==> src/rtl/traffic_light_pkg.sv <==
// Shared definitions for the traffic lamp monitor and the light controller:
// FSM state encodings, fault codes, default limits and a popcount helper.
package traffic_light_pkg;

    typedef enum logic [1:0] {
        ST_OFF      = 2'd0,
        ST_RUN      = 2'd1,
        ST_CONFLICT = 2'd2,
        ST_FAULT    = 2'd3
    } state_e;

    typedef enum logic [1:0] {
        FAULT_NONE     = 2'b00,
        FAULT_CONFLICT = 2'b01,
        FAULT_DARK     = 2'b10
    } fault_code_e;

    localparam logic [35:0] DEF_CONFLICT_LIMIT = 36'd4;
    localparam logic [35:0] DEF_DARK_LIMIT     = 36'd4000000000;
    localparam logic [35:0] DEF_BLINK_HALF     = 36'd500000000;
    localparam logic [7:0]  DEF_DIM_DUTY       = 8'd192;

    function automatic logic [1:0] popcount3(input logic [2:0] v);
        return {1'b0, v[0]} + {1'b0, v[1]} + {1'b0, v[2]};
    endfunction

endpackage

==> src/rtl/traffic_blink_gen.sv <==
// Fault blink generator: phase starts ON after restart and toggles
// every BLINK_HALF cycles while restart is low.
module traffic_blink_gen
    import traffic_light_pkg::*;
#(
    parameter logic [35:0] BLINK_HALF = DEF_BLINK_HALF
) (
    input  logic clk_i,
    input  logic rst_i,
    input  logic restart_i,
    output logic phase_o
);

    logic [35:0] cnt_q, cnt_d;
    logic        phase_q, phase_d;

    // Restart holds the counter at zero with the phase ON.
    always_comb begin
        cnt_d   = cnt_q + 36'd1;
        phase_d = phase_q;
        if (restart_i) begin
            cnt_d   = '0;
            phase_d = 1'b1;
        end else if (cnt_q == BLINK_HALF - 36'd1) begin
            cnt_d   = '0;
            phase_d = ~phase_q;
        end
    end

    // Counter and phase registers.
    always_ff @(posedge clk_i or posedge rst_i) begin
        if (rst_i) begin
            cnt_q   <= '0;
            phase_q <= 1'b0;
        end else begin
            cnt_q   <= cnt_d;
            phase_q <= phase_d;
        end
    end

    assign phase_o = phase_q;

endmodule

==> src/rtl/traffic_lamp_monitor.sv <==
// Lamp monitor: registers light requests, drives lamps, latches faults.
// Optional macro TRAFFIC_LAMP_DIM_EN gates all lamps with a PWM duty.
module traffic_lamp_monitor
    import traffic_light_pkg::*;
#(
    parameter logic [35:0] CONFLICT_LIMIT = DEF_CONFLICT_LIMIT,
    parameter logic [35:0] DARK_LIMIT     = DEF_DARK_LIMIT,
    parameter logic [35:0] BLINK_HALF     = DEF_BLINK_HALF,
    parameter logic [7:0]  DIM_DUTY       = DEF_DIM_DUTY
) (
    input  logic       CLK_I,
    input  logic       RST_I,
    input  logic       RED_I,
    input  logic       YELLOW_I,
    input  logic       GREEN_I,
    input  logic       FAULT_CLR_I,
    output logic       RED_LAMP_O,
    output logic       YELLOW_LAMP_O,
    output logic       GREEN_LAMP_O,
    output logic       FAULT_O,
    output logic [1:0] FAULT_CODE_O
);

    logic [2:0]  req_q;
    logic [1:0]  pop;
    state_e      state_q, state_d;
    logic [35:0] dark_q, dark_d;
    logic [35:0] conf_q, conf_d;
    logic [2:0]  lamp_q, lamp_d;
    logic        fault_q, fault_d;
    fault_code_e code_q, code_d;
    logic        blink_restart;
    logic        blink_phase;
    logic        red_raw;
    logic        lamp_en;

    assign pop = popcount3(req_q);

    // Sample requests once; every decision below uses req_q.
    always_ff @(posedge CLK_I or posedge RST_I) begin
        if (RST_I) req_q <= '0;
        else       req_q <= {RED_I, YELLOW_I, GREEN_I};
    end

    // Next state, run counters, fault latch and lamp pattern.
    always_comb begin
        state_d = state_q;
        fault_d = fault_q;
        code_d  = code_q;
        lamp_d  = 3'b000;
        dark_d  = '0;
        conf_d  = '0;
        if (state_q != ST_FAULT && pop == 2'd0)
            dark_d = dark_q + 36'd1;
        if (state_q != ST_FAULT && pop >= 2'd2)
            conf_d = conf_q + 36'd1;
        unique case (state_q)
            ST_FAULT: begin
                if (FAULT_CLR_I && pop == 2'd1) begin
                    state_d = ST_RUN;
                    fault_d = 1'b0;
                    code_d  = FAULT_NONE;
                end
            end
            default: begin
                if (state_q == ST_OFF && pop == 2'd0 &&
                    dark_q == DARK_LIMIT - 36'd1) begin
                    state_d = ST_FAULT;
                    fault_d = 1'b1;
                    code_d  = FAULT_DARK;
                end else if (state_q == ST_CONFLICT &&
                             pop >= 2'd2 &&
                             conf_q == CONFLICT_LIMIT - 36'd1) begin
                    state_d = ST_FAULT;
                    fault_d = 1'b1;
                    code_d  = FAULT_CONFLICT;
                end else if (pop == 2'd0) begin
                    state_d = ST_OFF;
                end else if (pop == 2'd1) begin
                    state_d = ST_RUN;
                end else begin
                    state_d = ST_CONFLICT;
                end
            end
        endcase
        if (state_d == ST_FAULT) begin
            dark_d = '0;
            conf_d = '0;
        end
        unique case (state_d)
            ST_RUN:      lamp_d = req_q;
            ST_CONFLICT: lamp_d = 3'b100;
            default:     lamp_d = 3'b000;
        endcase
    end

    // State, counters, lamps and fault registers.
    always_ff @(posedge CLK_I or posedge RST_I) begin
        if (RST_I) begin
            state_q <= ST_OFF;
            dark_q  <= '0;
            conf_q  <= '0;
            lamp_q  <= '0;
            fault_q <= 1'b0;
            code_q  <= FAULT_NONE;
        end else begin
            state_q <= state_d;
            dark_q  <= dark_d;
            conf_q  <= conf_d;
            lamp_q  <= lamp_d;
            fault_q <= fault_d;
            code_q  <= code_d;
        end
    end

    assign blink_restart = (state_q != ST_FAULT);

    traffic_blink_gen #(
        .BLINK_HALF(BLINK_HALF)
    ) u_blink (
        .clk_i    (CLK_I),
        .rst_i    (RST_I),
        .restart_i(blink_restart),
        .phase_o  (blink_phase)
    );

    assign red_raw = fault_q ? blink_phase : lamp_q[2];

`ifdef TRAFFIC_LAMP_DIM_EN
    logic [7:0] pwm_q;

    // Free-running PWM counter for lamp dimming.
    always_ff @(posedge CLK_I or posedge RST_I) begin
        if (RST_I) pwm_q <= '0;
        else       pwm_q <= pwm_q + 8'd1;
    end

    assign lamp_en = (pwm_q < DIM_DUTY);
`else
    logic unused_dim;
    assign unused_dim = ^DIM_DUTY;
    assign lamp_en    = 1'b1;
`endif

    assign RED_LAMP_O    = red_raw & lamp_en;
    assign YELLOW_LAMP_O = lamp_q[1] & lamp_en;
    assign GREEN_LAMP_O  = lamp_q[0] & lamp_en;
    assign FAULT_O       = fault_q;
    assign FAULT_CODE_O  = code_q;

endmodule

==> config.mk <==
export PLATFORM = sky130hd
export DESIGN_NAME = traffic_lamp_monitor
export DESIGN_NICKNAME = d
export VERILOG_FILES = /design/src/rtl/traffic_light_pkg.sv /design/src/rtl/traffic_blink_gen.sv /design/src/rtl/traffic_lamp_monitor.sv
export SDC_FILE = /design/constraint.sdc
export NUM_CORES = 1
export LEC_CHECK = 0
export BUFFER_PORTS_ARGS = -buffer_cell sky130_fd_sc_hd__buf_4
export CAP_MARGIN = 25
export CORE_ASPECT_RATIO = 0.9
export CORE_UTILIZATION = 45
export DETAILED_ROUTE_END_ITERATION = 10
export GPL_ROUTABILITY_DRIVEN = 0
export GPL_TIMING_DRIVEN = 0
export PLACE_DENSITY = 0.67
export SYNTH_ARGS = -nofsm -noshare
export SYNTH_HDL_FRONTEND = slang
export SYNTH_SLANG_ARGS = --single-unit
==> constraint.sdc <==
create_clock -name CLK_I -period 6.2 [get_ports CLK_I]
set_input_delay 1.86 -clock CLK_I [delete_from_list [all_inputs] [get_ports CLK_I]]
set_output_delay 1.86 -clock CLK_I [all_outputs]
set_load 0.02 [all_outputs]
Yosys cells after proc, flatten, opt, wreduce, memory -nomap -nowiden
Index checks and enable logic that the tools add are counted.
Word-level totals
  flip-flop bits (word level): 120
  bits of input ports: 6
  output and inout port bits: 6
  logic and storage cells: 63
Operators by class
  add/sub/neg operators: 5
  order comparisons: 1
  equality and inequality tests: 11
  multiplexer cells: 24
  bitwise operators: 1
  reductions and logical operators: 12
Operators by type and width (count)
  36-bit two-way mux: 6
  36-bit by 1-bit adder with 36-bit output (second input constant): 3
  36-bit by 2-bit equality test with 1-bit output (second input constant): 1
  36-bit by 29-bit equality test with 1-bit output (second input constant): 1
  36-bit by 32-bit equality test with 1-bit output (second input constant): 1
  2-bit two-way mux: 10
  2-bit equality test (second input constant): 4
  1-bit logical AND: 7
  1-bit two-way mux: 7
  3-bit one-hot mux with 2 select lines: 1
  2-bit by 1-bit equality test with 1-bit output (second input constant): 2
  2-bit zero test: 2
  2-bit != test (second input constant): 2
  3-bit nonzero test: 1
  1-bit by 1-bit adder with 2-bit output: 1
  2-bit by 1-bit adder with 2-bit output: 1
  2-bit >= comparator (second input constant): 1
  2-bit AND reduction: 1
  2-bit nonzero test: 1
  1-bit NOT: 1

Longest topological paths before layout
Gate-level depths: netlist of run 1.
  depth in word-level cells: 10
  mapped depth: 11
  mapped depth without buffers: 10

Cells and area by module
A second synthesis of run 1 with hierarchy kept.
Second synthesis, totals
  cells, all modules: 677
  area, all modules: 6378.6 um^2
Modules (own cells, without submodules)
  traffic_lamp_monitor: times used 1, cells an instance 467, area an instance 4421.7 um^2, sequential area each 2077.0 um^2
  traffic_blink_gen: times used 1, cells an instance 210, area an instance 1956.9 um^2, sequential area each 925.9 um^2

Worst setup path after synthesis of run 1
No wires, ideal clock.
  path kind: input port to flip-flop
  start: in FAULT_CLR_I
  end: reg conf_q[26]
  setup time: 0.073 ns
  arrival: 3.011 ns
  required time: 6.127 ns
  slack: 3.115 ns
  cell stages on the path: 7
  buffers on the path: 1
  cells stage by stage: nand3_1 and2_1 ha_1 nor2_1 nand2_1 clkbuf_1 nor2_1
On the way
  word-level cells in the longest chain between the ends: 5
RTL lines
  start: declaration: RTL line traffic_lamp_monitor.sv:16  | input logic FAULT_CLR_I,
  1-bit logical AND: RTL line traffic_lamp_monitor.sv:59  | if (FAULT_CLR_I && pop == 2'd1) begin
  2-bit two-way mux: RTL line traffic_lamp_monitor.sv:59
  2-bit two-way mux: RTL line traffic_lamp_monitor.sv:57  | unique case (state_q)
  named net state_d[1]: RTL line traffic_lamp_monitor.sv:26  | state_e state_q, state_d;
  2-bit equality test: RTL line traffic_lamp_monitor.sv:86  | if (state_d == ST_FAULT) begin
  36-bit two-way mux: RTL line traffic_lamp_monitor.sv:86
  named net conf_d[26]: RTL line traffic_lamp_monitor.sv:28  | logic [35:0] conf_q, conf_d;
  end signal: assignment: RTL line traffic_lamp_monitor.sv:109  | conf_q <= conf_d;
  end: declaration: RTL line traffic_lamp_monitor.sv:28
The timed path passes the listed nets, and every way through them passes these cells.
A chain may end at the register's enable or synchronous reset.

Final worst setup path of run 1
  start: reg fault_q (netlist: FAULT_O)
  end: out RED_LAMP_O
On the way
  word-level cells in the longest chain between the ends: 1
RTL lines
  start: declaration: RTL line traffic_lamp_monitor.sv:30  | logic fault_q, fault_d;
  start signal: assignment: RTL line traffic_lamp_monitor.sv:111  | fault_q <= fault_d;
  1-bit two-way mux: RTL line traffic_lamp_monitor.sv:127  | assign red_raw = fault_q ? blink_phase : lamp_q[2];
  end: declaration: RTL line traffic_lamp_monitor.sv:17  | output logic RED_LAMP_O,
Every way passes these cells.

==> results of run 1 <==
[how the worst max path moves through the flow]
stage	to	cells after the start	from	slack [ps]
after floorplan	FAULT_CODE_O[0]	1	RST_I	1150
after global placement	dark_q[6]	2	RST_I	-140
after detailed placement	dark_q[17]	8	FAULT_CLR_I	2640
after CTS	RED_LAMP_O	2	FAULT_O	2970
after global routing	conf_q[27]	11	dark_q[0]	2820
final	RED_LAMP_O	2	FAULT_O	3000
[per-stage QoR]
step	hold slack, ps	TNS, ps	setup WS, ps
after detailed placement	488	0	2640
after global routing	523	0	2820
after floorplan	447	0	1150
after CTS	498	0	2970
final	501	0	3000
after global placement	480	-16630	-145
[layout make-up]
class	instances	share of cell area [%]
Sequential cell	120	42.9
Multi-Input combinational cell	475	41.6
Clock buffer	24	7.02
Tap cell	164	2.93
Clock inverter	8	2.36
Timing Repair Buffer	12	1.57
Buffer	14	0.947
Inverter	12	0.715
[power by group]
group          internal [mW]  total [mW]  switching (mW)
clock                  0.754        1.10           0.342
combinational         0.0604       0.190           0.129
sequential             0.810       0.835          0.0245
[cells in the final DEF (no fill, tap or decap), types with 4 or more instances in the layout]
| cell | Yosys | layout |
|---|---|---|
| or3_1 | 4 | 4 |
| buf_2 | 5 | 5 |
| clkbuf_16 | 0 | 17 |
| and2_1 | 10 | 10 |
| nor4b_1 | 5 | 5 |
| nand4_1 | 48 | 48 |
| and3_1 | 12 | 12 |
| inv_1 | 12 | 11 |
| nor3_1 | 17 | 17 |
| clkbuf_1 | 7 | 10 |
| nand2_1 | 51 | 51 |
| clkbuf_8 | 0 | 4 |
| xor2_1 | 60 | 60 |
| nor2_1 | 125 | 125 |
| a21oi_1 | 4 | 4 |
| dfrtp_1 | 120 | 120 |
| and4_1 | 8 | 8 |
| ha_1 | 6 | 6 |
| buf_4 | 0 | 11 |
| xnor2_1 | 40 | 40 |
| nand3_1 | 37 | 37 |
| nor4_2 | 11 | 11 |
| nor4_1 | 15 | 15 |
| bufinv_16 | 0 | 5 |
[state kept, by name (all words and copies together) (netlist names), 2 cells and up]
register / cells
lamp_q: 3
conf_q: 36
req_q: 3
FAULT_CODE_O: 2
state_q: 2
u_blink.cnt_q: 36
dark_q: 36
[Yosys cell counts (11+ instances only)]
cell type  instances  area share, %
nand4_1           48            5.0
nor2_1           125            7.8
nor3_1            17            1.4
xnor2_1           40            5.8
and3_1            12            1.2
nor4_1            15            1.6
xor2_1            60            8.7
nor4_2            11            2.3
nand2_1           51            3.2
dfrtp_1          120             50
nand3_1           37            3.1
inv_1             12           0.75
[layer usage]
metal | global-route usage, % | vias up | wire length, um
met4 | 6.27 | 0 | 95
li1 | - | 2205 | -
met3 | 5.69 | 10 | 438
met1 | 28.2 | 2269 | 6240
met5 | 0 | - | 0
met2 | 31.7 | 77 | 6020
[kinds of logic (layout without fill, tap and decap cells)]
| family | count (synthesis) | after routing |
|---|---|---|
| xor gates and xnor gates | 100 | 100 |
| muxes | 1 | 1 |
| buffers and inverters | 26 | 70 |
| AOI/OAI and AO/OA | 7 | 7 |
| adders and majority gates | 7 | 7 |
| and+or+nand+nor | 360 | 360 |
| DFF | 120 | 120 |
==> impl_metrics.json, run 1 <==
{
  "run_status": "finished clean",
  "timing.critical_path.cells": "mux2_2 > buf_4",
  "synth_cells": 621,
  "die_area_um2": 13900,
  "cts-buffers-inserted": 17,
  "clkTransAtPathRegs_ps": 50,
  "post-route-min-period_ps": 3200,
  "grt_start_max_net_pins": 64,
  "cts_max_path_buffers": 2,
  "yosysSeqAreaShare_pct": 49.8,
  "multi_input_logic_area_um2": 2910,
  "ys.warnings.count": 0,
  "ff2ff_path_depth": 11,
  "synthXorXnorAreaFrac_pct": 14.5,
  "final-setup-viol-count": 0,
  "cts_tree": "yes",
  "route.final.wire_length_um": 12800,
  "setup_repair_after_global_routing_missed_its_margin": "false",
  "cts.repair_timing.setup_buffer_count": 0,
  "multiplexer_area_fraction_after_synthesis_pct": 0.187,
  "vias": 4561,
  "syn2layout_area_growth_pct": 16.2,
  "synth_simple_gate_area_share_pct": 31.4,
  "synth_seq_cells": 120,
  "irDropWorstVdd_mv": 0.194,
  "hpwlAfterDp_um": 8590,
  "drtPass1Iterations": 5,
  "finish.instance_area_um2": 7000,
  "post_drt_via_cell_ratio": 5.50,
  "worstSetupStartpointType": "flip-flop",
  "worst_hold_path.num_cells": 1,
  "num_antenna_cells": 0,
  "synth-edff-count": 0,
  "core_footprint_um2": 12900,
  "global_route.overflow_total": 0,
  "fp-row-count": 39,
  "fin_crit_sh_pct": 51.6,
  "floorplan.initialDensity_pct": 46.8,
  "first_pass_grt_wire_length_um": 22000,
  "slew_viol_final": 0,
  "detail_route.wl_per_cell_um": 15.4,
  "clock_sinks": 120,
  "data_arrival_time_of_the_worst_path_ps": 1340,
  "timing.critical_path.slowest_cell_delay_ps": 400,
  "slew-limit-headroom_pct": 41.1,
  "synthesis.nets": 634,
  "postPlaceCellArea_um2": 6350,
  "place.port_buffers": 11,
  "critical-path-top-delay-family": "flip-flops",
  "antenna_violating_nets_post_route": 0,
  "filler_instances": 1145,
  "design.final.nets": 665,
  "postCtsHoldBufs": 0,
  "initial_antenna_violation_count": 0,
  "fmax_mhz": 313,
  "synthDistinctLibCells": 39,
  "hp-start": "u_blink.cnt_q[0]",
  "post_route_cells_drive_above_1_share_pct": 10.1,
  "grt_use_total_pct": 20.6,
  "yosys.area_share.adder_pct": 1.58,
  "final_hold_viol_count": 0,
  "clockRootBuffer": "clkbuf_16",
  "first_global_vias": 4566,
  "drcViolationCount": 0,
  "synth_ff_type": "dfrtp_1",
  "combinational_family_with_the_most_area_after_synthesis": "simple AND/OR/NAND/NOR gates",
  "syn_std_cell_area_um2": 6030,
  "timing.critical_path.buf_inv": 1,
  "timing.setup.critical_path_class": "reg2out",
  "boundaryPins": 12,
  "worst_skew_pair.late_latency_ps": 420,
  "avgSynthCellArea_um2": 9.71,
  "htree_levels": 4,
  "worstMarginPinSlew_ps": 875,
  "ffs_w_async_s_r_synth_pct": 100,
  "worst_r2r_start": "dark_q[0]",
  "cp-end-kind": "primary output",
  "fin_util_pct": 54.4,
  "post_cts_resize_count": 0,
  "r2r_end": "conf_q[27]",
  "floorplan.die.height_um": 112,
  "total_power_mw": 2.12,
  "first_iter_violations": 407,
  "die_x_um": 124,
  "hold_end": "u_blink.cnt_q[0]",
  "post_layout_nonfiller_instances": 829,
  "p_per_area_nw_per_um2": 303,
  "hold_class": "reg2reg",
  "cellLeakagePower_nw": 2.81,
  "drv_cap": 0,
  "placed_cells": 797,
  "worst-r2r-setup-slack_ps": 3100,
  "worst_clock_skew_ps": 14.9,
  "cp_slowest_cell": "dfrtp_1",
  "regArea_um2": 3000,
  "worst-endpoint-required_ps": 4340,
  "synth_compound_area_share_pct": 0.644,
  "crit_path_max_fanout": 3
}
No activity file was read; power rests on OpenSTA's default activity.
==> inputs of run 2 (changes only) <==
--- a/config.mk
+++ b/config.mk
@@ -5,6 +5,7 @@
 export SDC_FILE = /design/constraint.sdc
 export NUM_CORES = 1
 export LEC_CHECK = 0
+export ABC_AREA = 1
 export BUFFER_PORTS_ARGS = -buffer_cell sky130_fd_sc_hd__buf_4
 export CAP_MARGIN = 25
 export CORE_ASPECT_RATIO = 0.9
==> constraint.sdc (replaced) <==
create_clock -name CLK_I -period 3.15 [get_ports CLK_I]
set_input_delay 0.945 -clock CLK_I [delete_from_list [all_inputs] [get_ports CLK_I]]
set_output_delay 0.945 -clock CLK_I [all_outputs]
set_load 0.02 [all_outputs]
==> impl_metrics.json, run 2 <==
{
  "global_route.overflow_total": 0,
  "ff2ff_path_depth": 16,
  "design.final.nets": 1029,
  "first_iter_violations": 547,
  "timing.critical_path.buf_inv": 4,
  "boundaryPins": 12,
  "timing.critical_path.slowest_cell_delay_ps": 610,
  "worst_clock_skew_ps": 12.1,
  "floorplan.die.height_um": 121,
  "yosysSeqAreaShare_pct": 42.4,
  "grt_start_max_net_pins": 42,
  "first_pass_grt_wire_length_um": 28700,
  "num_antenna_cells": 0,
  "layout_top_registers": "conf_q: 36 flops, dark_q: 36 flops, u_blink.cnt_q: 36 flops",
  "postLayoutSetupSlackWorst_ps": 199,
  "run_status": "finished clean",
  "fin_crit_sh_pct": 93.7,
  "core_footprint_um2": 15400,
  "synth_seq_cells": 120,
  "post-route-min-period_ps": 2950,
  "crit_end": "dark_q[26]",
  "initial_antenna_violation_count": 0,
  "synth.most_common_cell": "nand2_1",
  "synth.top_cells.by_area": "dfrtp_1 42%, nand2_1 12%, nor2_1 11%",
  "multiplexer_area_fraction_after_synthesis_pct": 0,
  "die_x_um": 134,
  "path_depth": 16,
  "synth.top_cell.area_share_pct": 42.4,
  "avgSynthCellArea_um2": 7.21,
  "yosys.area_share.adder_pct": 1.34,
  "hold_class": "reg2reg",
  "synth_cells": 982,
  "mostFrequentLayoutCell": "nand2_1",
  "hpwlAfterDp_um": 12400,
  "worst-r2r-setup-slack_ps": 200,
  "timing.setup.tns_ps": 0,
  "clockRootBuffer": "clkbuf_16",
  "synthesis.nets": 995,
  "ffs_w_async_s_r_synth_pct": 100,
  "fmax_mhz": 339,
  "place.port_buffers": 11,
  "p_per_area_nw_per_um2": 539,
  "r2r_end": "dark_q[26]",
  "worstSetupStartpointType": "flip-flop",
  "worst_r2r_start": "req_q[0]",
  "synth_ff_type": "dfrtp_1",
  "clkTransAtPathRegs_ps": 50,
  "commonest_non_fill_non_tap_cells_in_the_layout": "222 x nand2_1, 199 x nor2_1, 120 x dfrtp_1, 120 x inv_1, 58 x nand3_1",
  "drcViolationCount": 0,
  "clock_sinks": 120,
  "syn_std_cell_area_um2": 7080,
  "irDropWorstVdd_mv": 0.447,
  "combinational_family_with_the_most_area_after_synthesis": "simple AND/OR/NAND/NOR gates",
  "final-setup-viol-count": 0,
  "data_arrival_time_of_the_worst_path_ps": 3290,
  "cp-end-kind": "flip-flop",
  "critical-path-top-delay-family": "simple AND/OR/NAND/NOR gates",
  "worst-endpoint-required_ps": 3490,
  "post-synth-top-area-cell": "dfrtp_1",
  "ys.warnings.count": 0,
  "synth_simple_gate_area_share_pct": 40.1,
  "post_drt_via_cell_ratio": 5.11,
  "fp-row-count": 43,
  "total_power_mw": 4.40,
  "post_route_cells_drive_above_1_share_pct": 10.6,
  "antenna_violating_nets_post_route": 0,
  "power.combinational.fraction_pct": 12.0,
  "die_area_um2": 16200,
  "final.hold.worst_slack_ps": 505,
  "cts_tree": "yes",
  "cts-buffers-inserted": 17,
  "worstMarginPinSlew_ps": 911,
  "synth_compound_area_share_pct": 5.96,
  "first_global_vias": 5913,
  "grt_use_total_pct": 22.6,
  "share_seq_of_total_power_pct": 37.4,
  "slew-limit-headroom_pct": 39.2,
  "cell_internal_pwr_mw": 3.31,
  "final_hold_viol_count": 0,
  "setup_slack_at_placement_ps": -65.7,
  "htree_levels": 4,
  "worst_setup_path_startpoint": "req_q[0]",
  "synthXorXnorAreaFrac_pct": 2.47,
  "slew_viol_final": 0,
  "synthDistinctLibCells": 40,
  "setup_repair_after_global_routing_missed_its_margin": "true",
  "postCtsHoldBufs": 0,
  "synth_common_cells": "222 x nand2_1, 200 x nor2_1, 121 x inv_1",
  "syn2layout_area_growth_pct": 15.3,
  "drtPass1Iterations": 5,
  "detail_route.wl_per_cell_um": 13.6,
  "vias": 6291,
  "filler_instances": 1485,
  "worst_skew_pair.late_latency_ps": 420,
  "sw_frac_of_total_pct": 24.8,
  "timing.critical_path.cells": "fa_1 > inv_1 > nand2_1 > nor2_1 > nand2_1 > nor2_1 > nand3_1 > nand3_1 > a21oi_2 > inv_1 > ha_1 > buf_4 > nor2_4 > buf_2 > nand2_1 > nor2_1",
  "cp_slowest_cell": "fa_1",
  "synth-edff-count": 0,
  "cts_max_path_buffers": 2,
  "pwr-share-clk_pct": 50.6,
  "drv_cap": 0,
  "route.final.wire_length_um": 16700,
  "total_switching_power_mw": 1.09,
  "crit_path_max_fanout": 10,
  "timing.setup.critical_path_class": "reg2reg",
  "cellLeakagePower_nw": 3.46,
  "floorplan.initialDensity_pct": 46.0
}
run 2: cell count changes after synthesis, moves of 11 or more:
cell | previous run | this run
xnor2_1 | 40 | 4
nor3_1 | 17 | 50
o21ai_0 | 2 | 23
nor4_2 | 11 | 0
inv_2 | 0 | 12
nor4_1 | 15 | 4
nand4_1 | 48 | 26
xor2_1 | 60 | 16
nand2_1 | 51 | 222
nor2_1 | 125 | 200
nand3_1 | 37 | 58
nor2_4 | 0 | 14
a21oi_1 | 4 | 41
inv_1 | 12 | 121
run 2: final cells by class:
class | instances | area [um2] | area share, %
Buffer | 8 | 53.8 | 0.659
Tap cell | 202 | 253 | 3.10
Sequential cell | 120 | 3000 | 36.8
Multi-Input combinational cell | 721 | 3540 | 43.4
Timing Repair Buffer | 15 | 138 | 1.69
Clock buffer | 24 | 482 | 5.90
Clock inverter | 8 | 190 | 2.33
Inverter | 133 | 503 | 6.16
run 2: how the worst min path moves through the flow:
| stage | from | end | cells past startpoint |
|---|---|---|---|
| finish | dark_q[22] | dark_q[22] | 1 |
| global route | u_blink.cnt_q[0] | u_blink.cnt_q[0] | 1 |
| detailed placement | u_blink.phase_o | u_blink.phase_o | 2 |
| floorplan | dark_q[22] | dark_q[22] | 1 |
| global placement | dark_q[35] | dark_q[35] | 3 |
| CTS | dark_q[22] | dark_q[22] | 1 |
run 2: what timing repair did:
action / CTS / global route
cloned: 0 / 0
pin swaps: 0 / 1
resized for setup: 2 / 5
endpoints found under the setup margin: 8 / 50
endpoints found under the hold margin: 0 / 0
setup buffers: 0 / 2
run 2: logic make-up (layout without fill, tap and decap cells):
kind of cell / count (synthesis) / count (layout)
xor gates and xnor gates: 20 / 20
DFF: 120 / 120
and+or+nand+nor: 615 / 615
buffers and inverters: 141 / 188
AOI/OAI and AO/OA: 79 / 79
adders and majority gates: 7 / 7
run 2: routing by layer:
| metal | vias up | GRT usage (%) | routed length (um) |
|---|---|---|---|
| li1 | 3212 | - | - |
| met1 | 2895 | 32.7 | 8220 |
| met2 | 165 | 33.4 | 7280 |
| met3 | 19 | 5.10 | 1030 |
| met4 | 0 | 6.95 | 191 |
| met5 | - | 0 | 0 |
run 2: per-stage QoR:
step / cell area [um2] / util [%] / std cells
2_1_floorplan: 7080 / - / 982
3_3_place_gp: 7420 / 48.2 / 1195
3_5_place_dp: 7460 / 48.5 / 1197
4_1_cts: 8140 / 52.9 / 1229
5_1_grt: 8160 / 53.0 / 1231
6_report: 8160 / 53.0 / 1231
run 2: power by group through the flow:
stage | clock network, mW | logic, mW | registers, mW
after floorplan | 0 | 0.322 | 1.67
after global placement | 0 | 0.498 | 1.67
after detailed placement | 0 | 0.511 | 1.67
after CTS | 2.26 | 0.518 | 1.64
after global routing | 2.33 | 0.597 | 1.65
final | 2.22 | 0.528 | 1.64
==> inputs of run 3 (changes only) <==
--- a/config.mk
+++ b/config.mk
@@ -10,6 +10,7 @@
 export CAP_MARGIN = 25
 export CORE_ASPECT_RATIO = 0.9
 export CORE_UTILIZATION = 45
+export CTS_BUF_LIST = sky130_fd_sc_hd__clkbuf_8
 export DETAILED_ROUTE_END_ITERATION = 10
 export GPL_ROUTABILITY_DRIVEN = 0
 export GPL_TIMING_DRIVEN = 0
==> impl_metrics.json, run 3 (synthesis gave the netlist of run 2 again) <==
{
  "final.hold.worst_slack_ps": 507,
  "hold_end": "u_blink.cnt_q[0]",
  "num_antenna_cells": 0,
  "cellLeakagePower_nw": 3.39,
  "vias": 6250,
  "initial_antenna_violation_count": 0,
  "global_route.overflow_total": 0,
  "drcViolationCount": 0,
  "pwr-share-clk_pct": 43.8,
  "filler_instances": 1514,
  "worst-r2r-setup-slack_ps": 210,
  "power.combinational.fraction_pct": 13.6,
  "cts_max_path_buffers": 2,
  "syn2layout_area_growth_pct": 12.7,
  "r2r_end": "dark_q[8]",
  "total_switching_power_mw": 1.02,
  "first_iter_violations": 484,
  "floorplan.initialDensity_pct": 46.0,
  "cp-end-kind": "flip-flop",
  "place.port_buffers": 11,
  "final-setup-viol-count": 0,
  "run_status": "finished clean",
  "grt_use_total_pct": 22.3,
  "mostFrequentLayoutCell": "nand2_1",
  "fin_crit_sh_pct": 93.4,
  "clock_sinks": 120,
  "worst_hold_path.num_cells": 1,
  "clkTransAtPathRegs_ps": 70,
  "post_route_cells_drive_above_1_share_pct": 10.6,
  "worst-endpoint-required_ps": 3500,
  "core_footprint_um2": 15400,
  "die_area_um2": 16200,
  "worst_r2r_start": "req_q[0]",
  "hpwlAfterDp_um": 12400,
  "route.final.wire_length_um": 16500,
  "worst_clock_skew_ps": 11.9,
  "share_seq_of_total_power_pct": 42.5,
  "final_hold_viol_count": 0,
  "post_drt_via_cell_ratio": 5.08,
  "slew_viol_final": 0,
  "commonest_non_fill_non_tap_cells_in_the_layout": "222 x nand2_1, 199 x nor2_1, 124 x inv_1, 120 x dfrtp_1, 58 x nand3_1",
  "ff2ff_path_depth": 15,
  "total_power_mw": 3.86,
  "cts-buffers-inserted": 17,
  "layout_top_registers": "conf_q: 36 flops, dark_q: 36 flops, u_blink.cnt_q: 36 flops",
  "floorplan.die.height_um": 121,
  "design.final.nets": 1029,
  "finish.instance_area_um2": 7980,
  "irDropWorstVdd_mv": 0.301,
  "fin_util_pct": 51.8,
  "drv_cap": 0,
  "htree_levels": 4,
  "cell_internal_pwr_mw": 2.83,
  "p_per_area_nw_per_um2": 483,
  "post-route-min-period_ps": 2940,
  "drtPass1Iterations": 7,
  "boundaryPins": 12,
  "slew-limit-headroom_pct": 39.7,
  "fp-row-count": 43,
  "first_pass_grt_wire_length_um": 28300,
  "timing.setup.critical_path_class": "reg2reg",
  "crit_path_max_fanout": 10,
  "detail_route.wl_per_cell_um": 13.4,
  "worst_skew_pair.late_latency_ps": 450,
  "clockRootBuffer": "clkbuf_8",
  "postCtsHoldBufs": 0,
  "worstSetupStartpointType": "flip-flop",
  "hold_class": "reg2reg",
  "antenna_violating_nets_post_route": 0,
  "die_x_um": 134,
  "hp-start": "u_blink.cnt_q[0]",
  "grt_start_max_net_pins": 42,
  "postPlaceCellArea_um2": 7460,
  "setup_repair_after_global_routing_missed_its_margin": "false",
  "sw_frac_of_total_pct": 26.6,
  "worstMarginPinSlew_ps": 903,
  "first_global_vias": 5848,
  "data_arrival_time_of_the_worst_path_ps": 3290,
  "cts_tree": "yes",
  "fmax_mhz": 340
}
==> run 3: cell types whose count changed in the layout (fill, tap and decap cells not counted), sizes merged <==
cell    previous run  this run
inv              132       136
clkbuf            26        23
buf               21        20
==> run 3: cell type report <==
class                           instances  area [um2]  share of cell area, %
Multi-Input combinational cell        721        3540                   44.4
Sequential cell                       120        3000                   37.6
Inverter                              133         503                   6.31
Clock buffer                           20         275                   3.45
Tap cell                              202         253                   3.17
Clock inverter                         12         205                   2.57
Timing Repair Buffer                   15         138                   1.73
Buffer                                  8        60.1                  0.753
==> run 3: metal layers <==
layer / share of wire (%) / vias to the layer above / track usage, % / wire length (um)
li1: - / 3208 / - / -
met1: 50 / 2883 / 32.5 / 8290
met2: 43 / 137 / 32.6 / 7110
met3: 5.1 / 22 / 4.43 / 836
met4: 1.5 / 0 / 8.50 / 253
met5: 0 / - / 0 / 0
==> run 3: how the worst max path moves through the flow <==
stage | depth (start not counted) | start | slack (ps) | to
final | 15 | req_q[0] | 210 | dark_q[8]
after CTS | 16 | req_q[0] | 50 | conf_q[11]
after global routing | 15 | req_q[0] | 9 | dark_q[8]
after floorplan | 16 | req_q[0] | 480 | dark_q[16]
after detailed placement | 16 | req_q[0] | -70 | dark_q[11]
after global placement | 2 | RST_I | -120 | conf_q[20]
==> run 3: timing repair <==
action                     CTS  global route
pin swaps                    0             1
resized for setup            2             7
setup endpoints to repair    8            52
hold endpoints to repair     0             0
buffers inserted             0             2
==> run 3: per-stage QoR <==
stage,setup slack (ps),TNS (ps),cells
2_1_floorplan,481,0,982
3_3_place_gp,-121,-13350,1195
3_5_place_dp,-65.7,-331,1197
4_1_cts,45.1,0,1229
5_1_grt,9.02,0,1231
6_report,208,0,1231
==> run 3: worst max-delay path, cell delays in order, from the launching register on <==
cell	delay, ps
dfrtp_1	410
fa_1	610
inv_1	60
nand2_1	90
nor2_1	40
nand2_1	70
nor2_1	50
nand3_1	160
nand3_1	160
a21oi_2	160
inv_1	90
ha_1	200
buf_4	180
nor2_4	170
inv_2	140
a311oi_1	260
==> run 3: power groups by stage <==
stage	sequential, mW	combinational, mW	clock, mW
6_report	1.64	0.525	1.69
4_1_cts	1.64	0.514	1.73
2_1_floorplan	1.67	0.322	0
3_3_place_gp	1.67	0.498	0
3_5_place_dp	1.67	0.511	0
5_1_grt	1.65	0.599	1.79
